## src/rtl/lapido_pkg.sv

```systemverilog
// Shared encodings for the lapido execute-stage multiply/divide unit.
package lapido_pkg;

  localparam logic [1:0] MD_MUL  = 2'b00;
  localparam logic [1:0] MD_MULU = 2'b01;
  localparam logic [1:0] MD_DIV  = 2'b10;
  localparam logic [1:0] MD_DIVU = 2'b11;

  typedef enum logic [1:0] {
    IDLE  = 2'b00,
    RUN   = 2'b01,
    FIXUP = 2'b10
  } md_state_e;

  localparam int MD_ITER  = 32;
  localparam int MD_CNT_W = $clog2(MD_ITER);

endpackage

```

## src/rtl/ex_muldiv.sv

```systemverilog
// Iterative 32x32 multiply / 32/32 divide: one bit per cycle on magnitudes,
// sign correction in a final FIXUP cycle. Stalls the pipeline while busy.
module ex_muldiv
  import lapido_pkg::*;
(
  input  logic        clock,
  input  logic        reset,
  input  logic        start,
  input  logic [1:0]  op,
  input  logic [31:0] operandA,
  input  logic [31:0] operandB,
  input  logic        flush,
  output logic        busy,
  output logic        stall,
  output logic        done,
  output logic [31:0] resultLo,
  output logic [31:0] resultHi
);

  function automatic logic [31:0] abs32(input logic [31:0] v);
    return v[31] ? (~v + 32'd1) : v;
  endfunction

  function automatic logic [63:0] neg64(input logic [63:0] v);
    return ~v + 64'd1;
  endfunction

  md_state_e             r_state;
  md_state_e             w_state_next;
  logic                  r_is_div;
  logic [31:0]           r_a;
  logic [31:0]           r_b;
  logic [63:0]           r_acc;
  logic [MD_CNT_W-1:0]   r_cnt;
  logic                  r_neg_res;
  logic                  r_neg_rem;
  logic                  r_busy;
  logic                  r_done;
  logic [31:0]           r_res_lo;
  logic [31:0]           r_res_hi;

  logic        w_idle;
  logic        w_accept;
  logic        w_op_div;
  logic        w_op_signed;
  logic        w_div_zero;
  logic [31:0] w_mag_a;
  logic [31:0] w_mag_b;
  logic [32:0] w_mul_sum;
  logic [63:0] w_mul_next;
  logic [32:0] w_rem_shift;
  logic [32:0] w_rem_diff;
  logic [63:0] w_div_next;
  logic [63:0] w_prod_fix;
  logic [31:0] w_fix_lo;
  logic [31:0] w_fix_hi;

  assign w_idle      = (r_state == IDLE);
  assign w_accept    = start & w_idle & ~flush;
  assign w_op_div    = (op == MD_DIV) || (op == MD_DIVU);
  assign w_op_signed = (op == MD_MUL) || (op == MD_DIV);
  assign w_div_zero  = w_op_div && (operandB == 32'd0);
  assign w_mag_a     = w_op_signed ? abs32(operandA) : operandA;
  assign w_mag_b     = w_op_signed ? abs32(operandB) : operandB;

  // Shift-add: high half accumulates, product bits shift down into the low half.
  assign w_mul_sum  = {1'b0, r_acc[63:32]} + {1'b0, (r_b[0] ? r_a : 32'd0)};
  assign w_mul_next = {w_mul_sum, r_acc[31:1]};

  // Restoring divide: acc = {remainder, dividend/quotient shift register}.
  assign w_rem_shift = {r_acc[63:32], r_acc[31]};
  assign w_rem_diff  = w_rem_shift - {1'b0, r_b};
  assign w_div_next  = w_rem_diff[32] ? {w_rem_shift[31:0], r_acc[30:0], 1'b0}
                                      : {w_rem_diff[31:0],  r_acc[30:0], 1'b1};

  assign w_prod_fix = r_neg_res ? neg64(r_acc) : r_acc;

  always_comb begin
    w_fix_lo = w_prod_fix[31:0];
    w_fix_hi = w_prod_fix[63:32];
    if (r_is_div) begin
      w_fix_lo = r_neg_res ? (~r_acc[31:0] + 32'd1) : r_acc[31:0];
      w_fix_hi = r_neg_rem ? (~r_acc[63:32] + 32'd1) : r_acc[63:32];
    end
  end

  always_comb begin
    w_state_next = r_state;
    case (r_state)
      IDLE:    if (w_accept) w_state_next = w_div_zero ? FIXUP : RUN;
      RUN: begin
        if (flush)              w_state_next = IDLE;
        else if (r_cnt == '0)   w_state_next = FIXUP;
      end
      FIXUP:   w_state_next = IDLE;
      default: w_state_next = IDLE;
    endcase
  end

  always_ff @(posedge clock) begin
    if (reset) r_state <= IDLE;
    else       r_state <= w_state_next;
  end

  always_ff @(posedge clock) begin
    if (reset) begin
      r_is_div  <= 1'b0;
      r_a       <= '0;
      r_b       <= '0;
      r_acc     <= '0;
      r_cnt     <= '0;
      r_neg_res <= 1'b0;
      r_neg_rem <= 1'b0;
      r_busy    <= 1'b0;
      r_done    <= 1'b0;
      r_res_lo  <= '0;
      r_res_hi  <= '0;
    end else begin
      r_done <= 1'b0;
      r_busy <= (w_state_next != IDLE);
      case (r_state)
        IDLE: begin
          if (w_accept) begin
            r_is_div  <= w_op_div;
            r_a       <= w_mag_a;
            r_b       <= w_mag_b;
            r_cnt     <= MD_CNT_W'(MD_ITER - 1);
            r_neg_res <= w_op_signed & (operandA[31] ^ operandB[31]);
            r_neg_rem <= w_op_signed & operandA[31];
            if (w_div_zero) begin
              // Pre-load the divide-by-zero answer; FIXUP passes it through unsigned.
              r_acc     <= {operandA, 32'hFFFF_FFFF};
              r_neg_res <= 1'b0;
              r_neg_rem <= 1'b0;
            end else if (w_op_div) begin
              r_acc <= {32'd0, w_mag_a};
            end else begin
              r_acc <= '0;
            end
          end
        end
        RUN: begin
          if (!flush) begin
            r_acc <= r_is_div ? w_div_next : w_mul_next;
            if (!r_is_div) r_b <= {1'b0, r_b[31:1]};
            if (r_cnt != '0) r_cnt <= r_cnt - 1'b1;
          end else begin
            r_cnt <= '0;
          end
        end
        FIXUP: begin
          if (!flush) begin
            r_res_lo <= w_fix_lo;
            r_res_hi <= w_fix_hi;
            r_done   <= 1'b1;
          end
          r_cnt <= '0;
        end
        default: r_cnt <= '0;
      endcase
    end
  end

  assign busy     = r_busy;
  assign done     = r_done;
  assign stall    = w_accept | r_busy;
  assign resultLo = r_res_lo;
  assign resultHi = r_res_hi;

endmodule

```

## config.mk

```make
export PLATFORM = sky130hd
export DESIGN_NAME = ex_muldiv
export DESIGN_NICKNAME = d
export VERILOG_FILES = /design/src/rtl/lapido_pkg.sv /design/src/rtl/ex_muldiv.sv
export SDC_FILE = /design/constraint.sdc
export NUM_CORES = 1
export LEC_CHECK = 0
export CORE_UTILIZATION = 50
export CTS_BUF_LIST = sky130_fd_sc_hd__clkbuf_8
export CTS_CLUSTER_SIZE = 25
export DETAILED_ROUTE_END_ITERATION = 16
export PLACE_DENSITY = 0.83
export SYNTH_ARGS = -nofsm -noshare
export SYNTH_HDL_FRONTEND = slang
export SYNTH_SLANG_ARGS = --single-unit
```

## constraint.sdc

```tcl
create_clock -name clock -period 6.83 [get_ports clock]
set_input_delay 1.366 -clock clock [delete_from_list [all_inputs] [get_ports clock]]
set_output_delay 1.366 -clock clock [all_outputs]
set_load 0.03 [all_outputs]
```

## Word level (Yosys, flattened, before mapping)

Cells that the tools add are included.

- Output and inout port bits: 67
- Word-level logic and storage cells: 90
- Register bits after elaboration: 204

- Add/subtract/negate cells: 8
- Reduce and logical (&&, ||, !) cells: 16
- Bitwise gates (word level): 13
- Equality and inequality tests: 8
- Muxes and demuxes: 33

Operators with widths:

| operator | number |
|---|---|
| 2-to-1 mux 32 bit | 13 |
| 2-to-1 mux 64 bit | 6 |
| adder 32 x 1 -> 32 bit, second input constant | 4 |
| inverter 32 bit | 4 |
| one-hot mux 64 bit (2 select lines) | 1 |
| adder 64 x 1 -> 64 bit, second input constant | 1 |
| inverter 64 bit | 1 |
| one-hot mux 32 bit (2 select lines) | 1 |
| adder 32 x 32 -> 33 bit | 1 |
| subtractor 33 x 32 -> 33 bit | 1 |
| logical NOT 32 bit | 1 |
| 2-to-1 mux 5 bit | 3 |
| one-hot mux 5 bit (2 select lines) | 1 |
| 2-to-1 mux 2 bit | 4 |
| == test 2 bit, second input constant | 3 |
| AND reduction 2 bit | 3 |
| logical NOT 5 bit | 1 |
| nonzero test 5 bit | 1 |
| subtractor 5 x 1 -> 5 bit, second input constant | 1 |
| bitwise AND 1 bit | 4 |
| logical NOT 2 bit | 2 |
| != test 2 bit, second input constant | 2 |
| one-hot mux 2 bit (2 select lines) | 1 |
| AND reduction 4 bit | 1 |
| other kinds (12) | 17 |

## Logic depth before layout (Yosys ltp)

Gate-level depths: netlist (run 1).

- Depth in word-level cells: 8
- Mapped depth: 16
- Gate-level depth less buffers: 13

## Worst setup path after synthesis (run 1)

No wires, ideal clock.

- Path kind: input-to-output
- Start: in flush
- End: out stall
- Path buffers: 2
- Slack: 2.808 ns
- Stages: 6
- Data required time: 5.464 ns
- Data arrival time: 2.656 ns
- Cell sequence: clkbuf_1 nor2_1 o21a_1 nand2_1 clkbuf_1 nand2b_1

- Longest elaborated chain between the ends: 3

Ends and longest elaborated chain:

| what | line | text |
|---|---|---|
| from (decl) | ex_muldiv.sv:12 | `input logic flush,` |
| inverter 1 bit (no line) | -- |  |
| bitwise AND 1 bit | ex_muldiv.sv:59 | `assign w_accept = start & w_idle & ~flush;` |
| bitwise OR 1 bit | ex_muldiv.sv:166 | `assign stall = w_accept \| r_busy;` |
| to (decl) | ex_muldiv.sv:14 | `output logic stall,` |

No other way between the ends.

## Final worst setup path (run 1)

Ends and elaborated chain as after synthesis.

==> run summary, run 1 <==
Status: complete, no violations
CTS sink cnt: 204
Clock Skews: 0.0388 ns
Met2 wire length: 23,100 microns
Top FF cell, synth: dfxtp_1
Synth warn: 0
Hold Crit Class: reg2reg
RD Place Congestion: 0.991
Fin Setup TNS: 0 ns
Avg WL per Cell: 20.1 microns
Cells after Synth: 2,135
Storage cell area: 4090 sq um
Drt pass-1 iters: 7
Most common cell on crit path: buf_4
Via count: 16,420
Startpoint types: input pin
Worst slew pin tran: 1.17 ns
Area occupied by multi-input gates: 10,800 sq um
Setup-failing EPs final: 0
Slowest cell delay on critical path: 0.52 ns
Total wire length: 52,000 microns
# nets final: 2,310
P&R area growth vs syn: 13.3%
Critical path's slowest cell: nor2_1
Met3 WL: 5250 microns
Pwr Total: 3.95 mW
Maximum VDD drop: 125 uV
Post-Syn Area: 15,900 sq um
Rows: 64
CTS H-Tree Depth: 2
Top Metal Used: met4
Max Fclk: 222 MHz
CTS hold repair buffers: 0
Largest net degree at the start of global routing: 111
Static Leak: 7.01 nW
Period utilization: 66.0%
Detailed placement HPWL: 37,600 microns
Global-route wire length before repair: 81,200 microns
Met1 Wirelength: 20,800 microns
Number of port buffers: 136
Critical path's top delay family: buffers and inverters
CTS buffer count: 37
GR Overflow Total: 0
Final critical-path required period: 4.51 ns
Syn Area/Cell: 7.45 sq um
Detail Route Antenna Nets: 0
Final hold vios: 0
CP endpoint kind: output port
Post-cts sizing count: 0
Syn_nets: 2,276
Full die area: 32,500 sq um
Max Buffers Root-to-Sink: 3
Initial antenna violation count: 0
Post-synth ARST share: 0%
Synth Register Bits: 204
Buf+Inv Stages, Crit Path: 3
Distinct cells, synth: 88
Post-DR vias/cell: 6.33
Worst-path cell chain: clkdlybuf4s50_1 > buf_4 > nor2_1 > o21a_1 > nand2_1 > nand2b_1 > buf_4
Crit path kind: in2out
EDFF count, synth: 0
WP data required: 5.46 ns
Layout cells sized above 1: 6.24%
Initial Utilization: 51.5%
Max Slew Vio Count: 0
Sequential area share after synthesis: 25.7%
Die H: 180 microns
GRT Total Usage: 31.0%
Filler cell count: 2,807
DRC viols: 0
Crit path DAT: 3.14 ns
RSZ-0062 raised after global routing: false
Cell Pwr Density: 219 nW/um^2
Vias in the first global route: 15,169
Die width: 180 microns
TritonCTS clock tree: done
Io pins: 137
Max-cap viol count: 0
Worst-skew pair later-pin latency: 0.57 ns
Slew margin rel.: 22.2%
Initial DRC Count: 1,701
Clock transition at the registers of the reported paths: 0.05 ns
Postcts setup bufs: 0
CP Max Fanout: 26
Root Driver: clkbuf_8
Core footprint: 30,900 sq um
# diodes: 0
## Yosys cell counts, drive strengths merged, types with 19 or more instances
master | instances | area [sq um]
xnor2 | 92 | 806
dfxtp | 204 | 4080
a21o | 43 | 323
nand3 | 24 | 120
nor2 | 296 | 1130
nand2 | 155 | 584
nor3 | 48 | 268
o21ai | 110 | 558
inv | 71 | 267
clkbuf | 123 | 504
or3 | 23 | 159
a211oi | 119 | 893
nor4 | 35 | 234
ha | 69 | 863
buf | 35 | 233
a21oi | 266 | 1330
mux2i | 43 | 430
and2 | 37 | 231
xor2 | 78 | 683
mux2 | 19 | 214
## state kept, by name, summed over array words and instances, names as in the netlist
| signal | count |
|---|---|
| r_acc | 64 |
| r_a | 32 |
| r_b | 32 |
| resultHi | 32 |
| resultLo | 32 |
| r_cnt | 5 |
| r_state | 2 |
| busy | 1 |
| done | 1 |
| r_is_div | 1 |
| r_neg_rem | 1 |
| r_neg_res | 1 |
## worst min-delay path: cells and delay by family, from the launching register on
family,cells,cell delay [ns]
flip-flops,1,0.30
AND/OR/NAND/NOR,1,0.05
AO/OA/AOI/OAI,1,0.05
## routing by layer
metal | track usage, % | vias up
met2 | 49.8 | 835
met4 | 15.8 | 0
met3 | 6.18 | 188
li1 | - | 7754
met1 | 39.3 | 7643
met5 | 0 | -
## cell type report
class,count,area share [%]
multi-input cells,1700,60.1
flip-flops and latches,204,22.7
repair buffers,155,8.33
clock buffers,52,3.97
well taps,396,2.75
inverters,71,1.48
clock inverters,14,0.729
## through the flow
| step | util (%) | setup WS (ns) | cell area, sq um | hold WS (ns) | cells |
|---|---|---|---|---|---|
| after global placement | 55.6 | 2.06 | 17200 | 0.437 | 2526 |
| after CTS | 58.3 | 2.36 | 18000 | 0.452 | 2592 |
| after floorplan | - | 2.81 | 15900 | 0.432 | 2135 |
| after global routing | 58.3 | 2.26 | 18000 | 0.474 | 2592 |
| after detailed placement | 55.6 | 1.98 | 17200 | 0.446 | 2526 |
| final | 58.3 | 2.32 | 18000 | 0.450 | 2592 |
## kinds of logic (layout without fill, tap and decap cells)
kind of cell	after synthesis	count (layout)	share of synthesized area, %
simple gates	704	704	21.1
fa+ha+maj	71	71	5.68
buf+inv	231	292	6.49
flops	204	204	25.7
compound gates	693	693	27.7
xor+xnor	170	170	9.36
mux	62	62	4.05
## worst paths after layout
check | slack (ns) | start | end | cells after the start
setup / recovery | 2.32 | flush | stall | 7
hold reg to reg | 0.45 | resultHi[7] | resultHi[7] | 2
hold / removal | 0.45 | resultHi[7] | resultHi[7] | 2
setup reg to reg | 2.56 | r_acc[42] | r_acc[52] | 12
## placed cells by master (no fill, tap or decap), types with 19 or more instances in the layout
cell type / n
nor2_1: 294
a21oi_1: 266
dfxtp_1: 203
nand2_1: 154
clkdlybuf4s50_1: 134
a211oi_1: 119
o21ai_0: 99
xnor2_1: 91
inv_1: 78
xor2_1: 78
ha_1: 69
clkbuf_8: 52
nor3_1: 45
mux2i_1: 43
a21o_1: 43
and2_1: 35
nor4_1: 34
nand3_1: 24
buf_4: 20
mux2_2: 19
## where the power goes
group          internal (mW)  switching, mW  leakage (nW)  total [mW]
Clock                  0.757          0.561         0.466        1.32
Combinational          0.521          0.743          4.88        1.26
Sequential              1.25          0.112          1.66        1.37
No activity file was read; power rests on OpenSTA's default activity.
==> run 2, diff against run 1 <==
==> constraint.sdc (replaced) <==
create_clock -name clock -period 4.7 [get_ports clock]
set_input_delay 0.94 -clock clock [delete_from_list [all_inputs] [get_ports clock]]
set_output_delay 0.94 -clock clock [all_outputs]
set_load 0.03 [all_outputs]
==> run 2 against run 1 <==
  * Count of clock-buffer cells in the layout is 10 lower
  * Cell area up 0.15%
  * Non-clock buffer count is 24 higher
  * Register-to-register slack got worse by 1.9 ns
  * Clock skew decreased by 0.019 ns
  * Worst setup slack worse by 1.7 ns
  * Sequential power up 43%
  * Hold slack hardly changed
  * Critical path depth increased by 6
==> run summary, run 2 (synthesis gave the netlist of run 1 again) <==
Status: complete, no violations
CTS sink cnt: 204 (unchanged)
Period utilization: 86.3%
Max reg flops: 64 (unchanged)
Via count: 16,530 (+0.67%)
Worst slew pin tran: 0.905 ns (-0.262 ns)
Max Fclk: 247 MHz
Seq pwr share: 36.1% (+1.5 points)
Top Metal Used: met4
Worst-skew pair later-pin latency: 0.55 ns (-0.02 ns)
Layout cells sized above 1: 6.77% (+0.53 points)
Slowest cell delay on critical path: 0.77 ns (+0.25 ns)
CTS H-Tree Depth: 2 (unchanged)
Slew margin rel.: 39.6% (+17 points)
Global-route wire length before repair: 80,200 microns (-1.2%)
Post-DR vias/cell: 6.33 (-0.10%)
CTS hold repair buffers: 0 (unchanged)
Initial Utilization: 51.5% (unchanged)
Finished Cell Area: 18,100 sq um (+0.15%)
Final critical-path required period: 4.06 ns
Met1 Wirelength: 20,200 microns (-2.9%)
Detail Route Antenna Nets: 0 (unchanged)
Io pins: 137 (unchanged)
Initial antenna violation count: 0 (unchanged)
RSZ-0062 raised after global routing: false
Met3 WL: 5730 microns (+9.0%)
Startpoint types: flip-flop
Maximum VDD drop: 200 uV (+60%)
CP Max Fanout: 21 (-19%)
Initial DRC Count: 2,038 (+20%)
Max Buffers Root-to-Sink: 3 (unchanged)
Total wire length: 51,600 microns (-0.64%)
Crit path DAT: 4.55 ns (+1.41 ns)
Critical path's slowest cell: dfxtp_1
Commonest non-fill, non-tap cells in the layout: nor2_1 (294), a21oi_1 (266), dfxtp_1 (203), nand2_1 (154), clkdlybuf4s50_1 (134)
Core footprint: 30,900 sq um (unchanged)
Final hold vios: 0 (unchanged)
CP endpoint kind: flip-flop
Hold Crit Class: reg2reg
Max-cap viol count: 0 (unchanged)
P_int: 3.42 mW (+35%)
DRC viols: 0 (unchanged)
TritonCTS clock tree: done
Setup-failing EPs final: 0 (unchanged)
Max Slew Vio Count: 0 (unchanged)
Cell Pwr Density: 301 nW/um^2 (+37%)
WP data required: 5.19 ns (-0.27 ns)
Final setup margin: 0.645 ns (-1.68 ns)
Register bank with the most flops: r_acc
Gate power share: 34.8% (+2.8 points)
Root Driver: clkbuf_8
Drt pass-1 iters: 6 (-1)
Postcts setup bufs: 0 (unchanged)
Avg WL per Cell: 19.8 microns (-1.4%)
Crit path kind: reg2reg
Static Leak: 7.08 nW (+0.90%)
Net Switching: 2.02 mW (+42%)
Switch share: 37.1% (+1.2 points)
Fin Setup TNS: 0 ns (unchanged)
GR Overflow Total: 0 (unchanged)
Clk network pwr share: 29.1% (-4.3 points)
# diodes: 0 (unchanged)
Detailed placement HPWL: 38,000 microns (+1.0%)
Largest net degree at the start of global routing: 102 (-8.1%)
Clock Skews: 0.0198 ns (-0.0190 ns)
Worst-path cell chain: buf_4 > and2_1 > ha_1 > o21ai_0 > o21bai_1 > a21oi_1 > nor3_1 > a2111o_1 > a41oi_1 > a21oi_1 > mux2i_1 > a2111oi_0 > o31a_1
Number of port buffers: 136 (unchanged)
Die H: 180 microns (unchanged)
Most common cell on crit path: a21oi_1
P&R area growth vs syn: 13.5%
Die width: 180 microns (unchanged)
# nets final: 2,334 (+1.0%)
Rows: 64 (unchanged)
Post-cts sizing count: 0 (unchanged)
Placed Instance Area: 17,400 sq um (+1.2%)
Clock transition at the registers of the reported paths: 0.06 ns (about the same)
RD Place Congestion: 0.982 (-0.89%)
Most common cell after layout, fill and taps aside: nor2_1
GRT Total Usage: 30.6% (-0.34 points)
Setup WS pre-CTS: 0.311 ns (-1.67 ns)
Full die area: 32,500 sq um (unchanged)
CTS buffer count: 37 (unchanged)
Met2 wire length: 22,200 microns (-4.3%)
Vias in the first global route: 15,241 (+0.47%)
Layout Utilization: 58.4% (+0.089 points)
==> run 2: changes by cell type in the layout (fill, tap and decap cells not counted) <==
cell,delta
buf_12,+2
clkinv_8,-1
buf_4,+22
clkbuf_8,-10
inv_1,+7
clkinv_2,+1
bufinv_16,-2
inv_6,+1
clkinvlp_4,+1
inv_8,-1
==> run 2: path summary, 6_finish.rpt <==
check | slack, ns | from | end | cells after the start
max reg2reg | 0.64 | r_b[0] | r_acc[62] | 13
min reg2reg | 0.45 | resultHi[3] | resultHi[3] | 2
max | 0.64 | r_b[0] | r_acc[62] | 13
min | 0.45 | resultHi[3] | resultHi[3] | 2
==> run 2: critical path, delay by kind of cell, from the launching register on <==
kind / cells / cell delay [ns]
multiplexers: 1 / 0.15
AO/OA/AOI/OAI: 8 / 2.28
AND/OR/NAND/NOR: 2 / 0.26
buffers and inverters: 1 / 0.25
adder cells (fa/ha/maj): 1 / 0.28
flip-flops: 1 / 0.77
==> run 2: area by class of cell <==
class / instances / area (sq um)
inverter: 71 / 267
timing repair buffer: 179 / 1710
sequential: 204 / 4090
tap: 396 / 495
clock inverter: 20 / 91.3
clock buffer: 42 / 578
multi-input combinational: 1700 / 10800
fill: 2821 / 12800
==> run 2: power groups by stage <==
| stage | clock network (mW) | registers (mW) | logic (mW) |
|---|---|---|---|
| after floorplan | 0 | 1.93 | 1.38 |
| after global placement | 0 | 1.99 | 1.81 |
| after detailed placement | 0 | 1.99 | 1.84 |
| after CTS | 1.60 | 1.95 | 1.85 |
| after global routing | 1.68 | 1.97 | 2.05 |
| final | 1.58 | 1.96 | 1.89 |
==> run 2: stage by stage <==
step | hold slack (ns) | total power, mW | instances
finish | 0.450 | 5.44 | 2612
global route | 0.471 | 5.70 | 2612
CTS | 0.452 | 5.41 | 2612
detailed placement | 0.445 | 3.83 | 2550
global placement | 0.439 | 3.79 | 2550
floorplan | 0.432 | 3.31 | 2135
==> run 2: metal layers <==
layer  vias up  global-route usage [%]
li1       7779                       -
met4         0                    19.4
met2       939                    47.2
met1      7587                    38.8
met5         -                       0
met3       225                    6.53
